File: src/rtl/trace_chk_pkg.sv
// Shared types and constants for the CPU trace line checker.
// Covers the parser state encoding, format codes, error bit positions and ASCII tokens.
package trace_chk_pkg;

    typedef enum logic [3:0] {
        S_IDLE,
        S_TIME0,
        S_TIME,
        S_PC,
        S_SP1,
        S_GRF0,
        S_GRF,
        S_ADDR,
        S_SP2,
        S_EQ,
        S_SP3,
        S_DATA
    } state_e;

    typedef enum logic [1:0] {
        FMT_NONE = 2'd0,
        FMT_GRF  = 2'd1,
        FMT_MEM  = 2'd2
    } fmt_e;

    localparam int ERR_TIME = 0;
    localparam int ERR_PC   = 1;
    localparam int ERR_ADDR = 2;
    localparam int ERR_GRF  = 3;

    localparam logic [7:0] CH_CARET  = 8'h5e;  // '^'
    localparam logic [7:0] CH_AT     = 8'h40;  // '@'
    localparam logic [7:0] CH_COLON  = 8'h3a;  // ':'
    localparam logic [7:0] CH_SPACE  = 8'h20;  // ' '
    localparam logic [7:0] CH_DOLLAR = 8'h24;  // '$'
    localparam logic [7:0] CH_STAR   = 8'h2a;  // '*'
    localparam logic [7:0] CH_LT     = 8'h3c;  // '<'
    localparam logic [7:0] CH_EQ     = 8'h3d;  // '='
    localparam logic [7:0] CH_HASH   = 8'h23;  // '#'

    function automatic logic is_dec(input logic [7:0] c);
        return (c >= 8'h30) && (c <= 8'h39);
    endfunction

    // Lowercase only: uppercase hex digits are deliberately rejected.
    function automatic logic is_hex(input logic [7:0] c);
        return is_dec(c) || ((c >= 8'h61) && (c <= 8'h66));
    endfunction

    // Digit value of a dec/hex character; meaningless for other characters.
    function automatic logic [3:0] nibble(input logic [7:0] c);
        return is_dec(c) ? c[3:0] : (c[3:0] + 4'd9);
    endfunction

endpackage

File: src/rtl/trace_chk_eval.sv
// Combinational semantic checks on a parsed trace line.
// Produces the 4-bit error code from time, pc, destination and the reference frequency.
module trace_chk_eval
    import trace_chk_pkg::*;
#(
    parameter int          FIELD_W = 16,
    parameter logic [31:0] GRF_MAX = 32'd31,
    parameter logic [31:0] PC_LO   = 32'h0000_3000,
    parameter logic [31:0] PC_HI   = 32'h0000_4fff,
    parameter logic [31:0] ADDR_LO = 32'h0000_0000,
    parameter logic [31:0] ADDR_HI = 32'h0000_2fff
) (
    input  logic [1:0]         fmt,
    input  logic [FIELD_W-1:0] time_val,
    input  logic [31:0]        pc,
    input  logic [31:0]        addr,
    input  logic [FIELD_W-1:0] grf,
    input  logic [FIELD_W-1:0] freq,
    output logic [3:0]         err
);

    logic [FIELD_W-1:0] half;
    logic               time_ok;
    logic               pc_ok;
    logic               addr_ok;

    // Range tests use an unsigned offset from LO so that LO == 0 needs no special case;
    // this assumes LO <= HI.
    always_comb begin
        // NOTE: every variable gets a default first so no path can infer a latch.
        err     = '0;
        half    = freq >> 1;
        time_ok = (half != '0) && (time_val >= half)
                  && ((time_val & (half - FIELD_W'(1))) == '0);
        pc_ok   = (pc[1:0] == 2'b00) && ((pc - PC_LO) <= (PC_HI - PC_LO));
        addr_ok = (addr[1:0] == 2'b00) && ((addr - ADDR_LO) <= (ADDR_HI - ADDR_LO));

        err[ERR_TIME] = !time_ok;
        err[ERR_PC]   = !pc_ok;
        if (fmt == FMT_MEM) begin
            err[ERR_ADDR] = !addr_ok;
        end
        if (fmt == FMT_GRF) begin
            err[ERR_GRF] = 32'(grf) > GRF_MAX;
        end
    end

endmodule

File: config.mk
export PLATFORM = sky130hd
export DESIGN_NAME = trace_chk_eval
export DESIGN_NICKNAME = d
export VERILOG_FILES = /design/src/rtl/trace_chk_pkg.sv /design/src/rtl/trace_chk_eval.sv
export SDC_FILE = /design/constraint.sdc
export NUM_CORES = 1
export LEC_CHECK = 0
export CORE_MARGIN = 2
export CORE_UTILIZATION = 33
export DETAILED_ROUTE_END_ITERATION = 6
export PLACE_DENSITY = 0.95
export SETUP_SLACK_MARGIN = 0.02
export SLEW_MARGIN = 20
export SYNTH_ARGS = -nofsm -noshare
export SYNTH_HDL_FRONTEND = slang
export SYNTH_SLANG_ARGS = --single-unit
File: constraint.sdc
create_clock -name vclk -period 8.85
set_clock_uncertainty 0.05 [all_clocks]
set_input_delay 1.77 -clock vclk [all_inputs]
set_output_delay 1.77 -clock vclk [all_outputs]
set_load 0.005 [all_outputs]
==> run summary, run 1 <==
met2 wire len: 2220 um
CP max stage cell: nor4b_2
# clk buffers: 0
First-pass DRT Iterations: 4
startpoint type of the worst setup path: primary input
post-CTS sizing: 0
crit-path cells: clkdlybuf4s50_1, inv_1, ha_1, nor4b_2, nand3_1, xnor2_1, a22o_1, a211o_1, or4b_1, clkdlybuf4s50_1
most common cell after layout, fill and taps aside: clkdlybuf4s50_1
fin crit period: 6.713 ns
Crit Path Class: in2out
Final Hold Fails: 0
dpl ws: 2.156 ns
pwr dens: 38.45 nW/um^2
Int Pwr: 0.05472 mW
critical path capture point type: output pin
Yosys top cell by area: ha_1
Yosys top cell area share: 21.02%
max cap viols: 0
Sw Ratio: 35.58%
top routing layer used: met4
Comb pwr share: 100.0%
WL/cell: 14.22 um
Slew headroom: 61.23%
1st-iter DRT viols: 81
vias in the first global route: 1,565
Worst Path Buf+Inv: 3
diode count: 0
Critical Path AT: 4.89 ns
run status: complete, no violations
Seq pwr share: 0%
Synth Area per Inst: 7.025 sq um
Worst path top cell family by delay: simple AND/OR/NAND/NOR gates
class of the worst hold path: in2out
area delta synth->final: 95.35%
metal3 WL: 314 um
final setup violation count: 0
VDD IR max: 0.00002061 V
number of hold buffers added after cts: 0
count of cell types in the netlist: 47
CP Data Required Time: 7.03 ns
synthesized net count: 294
TNS Setup: 0 ns
register area: 0 sq um
placer congestion estimate: 0.8835
I/O pin count: 118
postcts setup bufs: 0
fraction of layout cells with a size suffix above 1: 3.042%
f_max: 149.0 MHz
port bufs: 102
yosys warns: 0
first-pass GRT wire length: 7389 um
Crit path largest cell delay: 0.52 ns
Synth area leaders: ha_1 21%, inv_1 7.3%, xnor2_1 7.0%
pin count of the biggest net entering global routing: 7
register area share after synthesis: 0%
total die area: 3912 sq um
Final nets: 398
crit-path most repeated cell: clkdlybuf4s50_1
via density per instance: 5.188
Cell Area, Synth: 1131 sq um
Core Rows: 21
Seq cells: 0
fill count: 287
DP HPWL: 4023 um
grt total ovfl: 0
crit path max fanout: 6
initial antenna violation count: 0
actual slew at the worst max-slew pin: 0.5800 ns
Die Span Y: 62.55 um
Initial Utilization: 34.16%
vias after detailed routing: 1,603
Max Slew Vio Count: 0
RSZ-0062 raised after global routing: false
final worst-path cycle share: 75.86%
Final ANT Viol Nets: 0
static leakage: 0.8676 nW
most frequent cells in the layout: 102 x clkdlybuf4s50_1, 22 x inv_1, 19 x ha_1
gr usage total: 22.31%
Core Region: 3311 sq um
sw power: 0.03023 mW
setup slack after layout: 2.137 ns
Die X-Extent: 62.55 um
number of remaining DRC errors: 0
Syn Inst Count: 161
Total Wirelength: 4394 um
Clock power frac: 0%
routed length on met1: 1838 um
[layout make-up]
class	count	area, sq um	area share (%)
multi-input cells	139	1049	47.45
repair buffers	102	1021	46.21
inverters	22	82.58	3.737
well taps	46	57.56	2.605
[power by group through the flow]
stage	Clock (mW)	Sequential (mW)	Combinational, mW
3_3_place_gp	0	0	0.0826
4_1_cts	0	0	0.0849
3_5_place_dp	0	0	0.0846
2_1_floorplan	0	0	0.0278
6_report	0	0	0.0849
5_1_grt	0	0	0.0930
[synthesized netlist by cell type, types with 2 or more instances]
master    number
a211o_1        2
a211oi_1       3
a21oi_1        7
ha_1          19
inv_1         22
nand2_1       13
nand3_1        6
nand4_1       10
nor2_1        10
nor3_1         7
nor3b_1        2
nor4_1        11
o21ai_0        4
o21ai_1        2
or4_4          2
xnor2_1        9
xor2_1         2
[tightest hold or removal path, stage by stage]
cell	delay, ns
clkdlybuf4s50_1	0.40
inv_1	0.06
a311oi_1	0.04
clkdlybuf4s50_1	0.44
[path summary, 6_finish.rpt]
kind	startpoint	to	slack, ns	depth (start not counted)
setup / recovery	freq[1]	err[0]	2.14	10
hold / removal	fmt[0]	err[3]	4.43	4
[logic make-up (layout without fill, tap and decap cells)]
group	Yosys count	in the layout	share of synthesized area [%]
AND/OR/NAND/NOR	73	73	39.49
XOR/XNOR	12	12	9.957
adder cells (fa/ha/maj)	19	19	21.02
buffers and inverters	22	124	7.301
AO/OA/AOI/OAI	34	34	21.35
multiplexers	1	1	0.8850
[routing by layer]
layer  global-route usage (%)  vias up
li1                         -      826
met1                    27.78      694
met2                    42.61       79
met3                    2.703        4
met4                    1.111        0
met5                        0        -
[stage by stage]
step | hold slack (ns) | util, % | std cells | cell area, sq um | power (mW)
5_1_grt | 4.473 | 66.74 | 309 | 2210 | 0.09303
2_1_floorplan | 3.524 | - | 161 | 1131 | 0.02780
4_1_cts | 4.436 | 66.74 | 309 | 2210 | 0.08488
6_report | 4.431 | 66.74 | 309 | 2210 | 0.08495
3_5_place_dp | 4.433 | 66.74 | 309 | 2210 | 0.08457
3_3_place_gp | 4.430 | 66.74 | 309 | 2210 | 0.08255
No activity file was read; power rests on OpenSTA's default activity.
==> inputs of run 2 (changes only) <==
--- a/config.mk
+++ b/config.mk
@@ -6,9 +6,9 @@
 export NUM_CORES = 1
 export LEC_CHECK = 0
 export CORE_MARGIN = 2
-export CORE_UTILIZATION = 33
+export CORE_UTILIZATION = 30
 export DETAILED_ROUTE_END_ITERATION = 6
-export PLACE_DENSITY = 0.95
+export PLACE_DENSITY = 0.93
 export SETUP_SLACK_MARGIN = 0.02
 export SLEW_MARGIN = 20
 export SYNTH_ARGS = -nofsm -noshare
==> constraint.sdc (replaced) <==
create_clock -name vclk -period 6.3
set_clock_uncertainty 0.05 [all_clocks]
set_input_delay 1.26 -clock vclk [all_inputs]
set_output_delay 1.26 -clock vclk [all_outputs]
set_load 0.005 [all_outputs]
==> run summary, run 2 (synthesis gave the netlist of run 1 again) <==
I/O pin count: 118
f_max: 176.2 MHz
Seq cells: 0
vias in the first global route: 1,536
crit-path cells: clkdlybuf4s50_1, inv_1, ha_1, nor4b_2, nand3_1, xnor2_1, a22o_1, a211o_1, or4b_1, clkdlybuf4s50_1
placer congestion estimate: 0.8836
post-CTS sizing: 0
grt total ovfl: 0
actual slew at the worst max-slew pin: 0.5869 ns
critical path depth: 10
max cap viols: 0
vias after detailed routing: 1,625
Worst Path Buf+Inv: 3
most common cell after layout, fill and taps aside: clkdlybuf4s50_1
Crit path largest cell delay: 0.52 ns
VDD IR max: 0.00002647 V
# clk buffers: 0
Final Hold Fails: 0
number of hold buffers added after cts: 0
static leakage: 0.8676 nW
critical path capture point type: output pin
crit path max fanout: 6
number of remaining DRC errors: 0
hold path cells: 4
Core Region: 3633 sq um
fin crit period: 5.675 ns
1st-iter DRT viols: 50
run status: complete, no violations
Worst path top cell family by delay: simple AND/OR/NAND/NOR gates
Die X-Extent: 65.40 um
WL/cell: 13.73 um
most frequent cells in the layout: 102 x clkdlybuf4s50_1, 22 x inv_1, 19 x ha_1
Critical Path AT: 4.36 ns
diode count: 0
class of the worst hold path: in2out
first-pass GRT wire length: 6775 um
crit-path most repeated cell: clkdlybuf4s50_1
startpoint type of the worst setup path: primary input
final setup violation count: 0
WHS: 3.419 ns
Final nets: 398
pin count of the biggest net entering global routing: 7
TNS Setup: 0 ns
final worst-path cycle share: 90.08%
area delta synth->final: 95.58%
pwr dens: 54.26 nW/um^2
register area: 0 sq um
gr usage total: 19.03%
port bufs: 102
CP Data Required Time: 4.99 ns
DP HPWL: 3861 um
fraction of layout cells with a size suffix above 1: 3.042%
Final ANT Viol Nets: 0
post-layout util: 60.88%
CP max stage cell: nor4b_2
Die Span Y: 65.40 um
RSZ-0062 raised after global routing: false
Initial Utilization: 31.13%
Crit Path Class: in2out
Total Wirelength: 4271 um
initial antenna violation count: 0
total die area: 4277 sq um
via density per instance: 5.225
postcts setup bufs: 0
First-pass DRT Iterations: 4
Core Rows: 22
Max Slew Vio Count: 0
Slew headroom: 60.77%
==> run 2: cell counts in the layout (fill, tap and decap cells not counted) <==
Identical to the previous run, type by type.
==> run 2: area by class of cell <==
type | count | area [sq um]
Inverter | 22 | 82.58
Multi-Input combinational cell | 139 | 1049
Fill cell | 351 | 1421
Timing Repair Buffer | 102 | 1021
Tap cell | 48 | 60.06
==> run 2: routing by layer <==
layer	up-vias	share of wire [%]	wire length, um	track usage [%]
met5	-	0	0	0
met4	0	0.54	23	1.042
met3	2	7.4	318	2.397
met2	58	52	2235	37.88
met1	739	40	1694	22.36
li1	826	-	-	-
==> run 2: per-stage QoR <==
stage	worst slack (ns)	std cells	power [mW]	area, sq um
after floorplan	1.873	161	0.03905	1131
after CTS	0.6447	311	0.1202	2212
after detailed placement	0.6383	311	0.1194	2212
after global routing	0.3825	311	0.1312	2212
after global placement	0.7131	311	0.1157	2212
final	0.6251	311	0.1200	2212
==> run 2: final timing paths <==
check	from	endpoint	slack, ns
setup / recovery	freq[1]	err[0]	0.63
hold / removal	fmt[0]	err[3]	3.42
==> run 2: report_power, final <==
group / internal (mW) / switching (mW) / total [mW] / leakage, nW
logic: 0.0770 / 0.0430 / 0.120 / 0.868
registers: 0 / 0 / 0 / 0
clock network: 0 / 0 / 0 / 0
==> run 2: tightest hold or removal path, cell delays in order <==
cell	delay (ns)
clkdlybuf4s50_1	0.40
inv_1	0.06
a311oi_1	0.04
clkdlybuf4s50_1	0.44
==> inputs of run 3 (changes only) <==
--- a/config.mk
+++ b/config.mk
@@ -6,9 +6,9 @@
 export NUM_CORES = 1
 export LEC_CHECK = 0
 export CORE_MARGIN = 2
-export CORE_UTILIZATION = 30
+export CORE_UTILIZATION = 33
 export DETAILED_ROUTE_END_ITERATION = 6
-export PLACE_DENSITY = 0.93
+export PLACE_DENSITY = 0.95
 export SETUP_SLACK_MARGIN = 0.02
 export SLEW_MARGIN = 20
 export SYNTH_ARGS = -nofsm -noshare
==> constraint.sdc (replaced) <==
create_clock -name vclk -period 6.65
set_clock_uncertainty 0.05 [all_clocks]
set_input_delay 1.33 -clock vclk [all_inputs]
set_output_delay 1.33 -clock vclk [all_outputs]
set_load 0.005 [all_outputs]
==> run summary, run 3 (synthesis gave the netlist of run 1 again) <==
run status: complete, no violations
WL/cell: 14.47 um
Die Span Y: 62.55 um
pwr dens: 51.21 nW/um^2
crit-path most repeated cell: clkdlybuf4s50_1
f_max: 171.7 MHz
DP Area: 2210 sq um
vias in the first global route: 1,659
final setup violation count: 0
multi-input logic area: 1049 sq um
grt total ovfl: 0
Hold EP: err[3]
post-CTS sizing: 0
I/O pin count: 118
Final nets: 398
most frequent cells in the layout: 102 x clkdlybuf4s50_1, 22 x inv_1, 19 x ha_1
Critical path origin: freq[1]
port bufs: 102
class of the worst hold path: in2out
Seq pwr share: 0%
Final Instance Area: 2210 sq um
fin crit period: 5.823 ns
Core Region: 3311 sq um
Die X-Extent: 62.55 um
Critical Path AT: 4.44 ns
Sw Ratio: 35.62%
area delta synth->final: 95.35%
hold path cells: 4
Worst Path Buf+Inv: 3
startpoint type of the worst setup path: primary input
final worst-path cycle share: 87.56%
Final ANT Viol Nets: 0
Clock power frac: 0%
first-pass GRT wire length: 7548 um
RSZ-0062 raised after global routing: false
Seq cells: 0
gr usage total: 22.88%
# clk buffers: 0
Comb pwr share: 100.0%
First-pass DRT Iterations: 4
placer congestion estimate: 0.8843
min-delay src: fmt[0]
initial antenna violation count: 0
postcts setup bufs: 0
CP Data Required Time: 5.27 ns
sw power: 0.04030 mW
DP HPWL: 4085 um
crit-path cells: clkdlybuf4s50_1, inv_1, ha_1, nor4b_2, nand3_1, xnor2_1, a22o_1, a211o_1, or4b_1, clkdlybuf4s50_1
total die area: 3912 sq um
actual slew at the worst max-slew pin: 0.5907 ns
Crit Path Class: in2out
vias after detailed routing: 1,611
Initial Utilization: 34.16%
Slew headroom: 60.52%
Final Hold Fails: 0
register area: 0 sq um
diode count: 0
Crit path largest cell delay: 0.52 ns
pin count of the biggest net entering global routing: 7
static leakage: 0.8676 nW
Core Rows: 21
number of remaining DRC errors: 0
fill count: 276
VDD IR max: 0.00002816 V
number of hold buffers added after cts: 0
fraction of layout cells with a size suffix above 1: 3.042%
Total Wirelength: 4471 um
CP max stage cell: nor4b_2
1st-iter DRT viols: 79
crit path max fanout: 6
Worst path top cell family by delay: simple AND/OR/NAND/NOR gates
max cap viols: 0
WHS: 3.562 ns
via density per instance: 5.214
Max Slew Vio Count: 0
TNS Setup: 0 ns
most common cell after layout, fill and taps aside: clkdlybuf4s50_1
Int Pwr: 0.07286 mW
critical path capture point type: output pin
==> run 3: through the flow <==
| step | utilization, % | total power [mW] | setup slack [ns] | cells |
|---|---|---|---|---|
| global placement | 66.74 | 0.1099 | 0.9079 | 309 |
| detailed placement | 66.74 | 0.1128 | 0.8506 | 309 |
| CTS | 66.74 | 0.1132 | 0.8497 | 309 |
| finish | 66.74 | 0.1132 | 0.8272 | 309 |
| floorplan | - | 0.03699 | 2.083 | 161 |
| global route | 66.74 | 0.1241 | 0.5730 | 309 |
==> run 3: cell type report <==
type	instances	share of cell area, %
Multi-Input combinational cell	139	47.45
Inverter	22	3.737
Timing Repair Buffer	102	46.21
Tap cell	46	2.605
==> run 3: how the worst max path moves through the flow <==
| stage | cells after the start | slack [ns] | end |
|---|---|---|---|
| floorplan | 8 | 2.08 | err[0] |
| global placement | 10 | 0.91 | err[0] |
| detailed placement | 10 | 0.85 | err[0] |
| CTS | 10 | 0.85 | err[0] |
| global route | 10 | 0.57 | err[0] |
| finish | 10 | 0.83 | err[0] |
==> run 3: power groups by stage <==
stage                     clock [mW]  combinational (mW)  sequential, mW
after global placement             0               0.110               0
after global routing               0               0.124               0
after floorplan                    0              0.0370               0
after CTS                          0               0.113               0
after detailed placement           0               0.113               0
final                              0               0.113               0
==> run 3: routing by layer <==
metal  share of wire (%)  global-route usage [%]  vias up
met4                 1.0                   2.778        0
met1                  41                   26.80      712
met2                  52                   45.03       75
li1                    -                       -      820
met3                 6.5                   2.703        4
met5                   0                       0        -
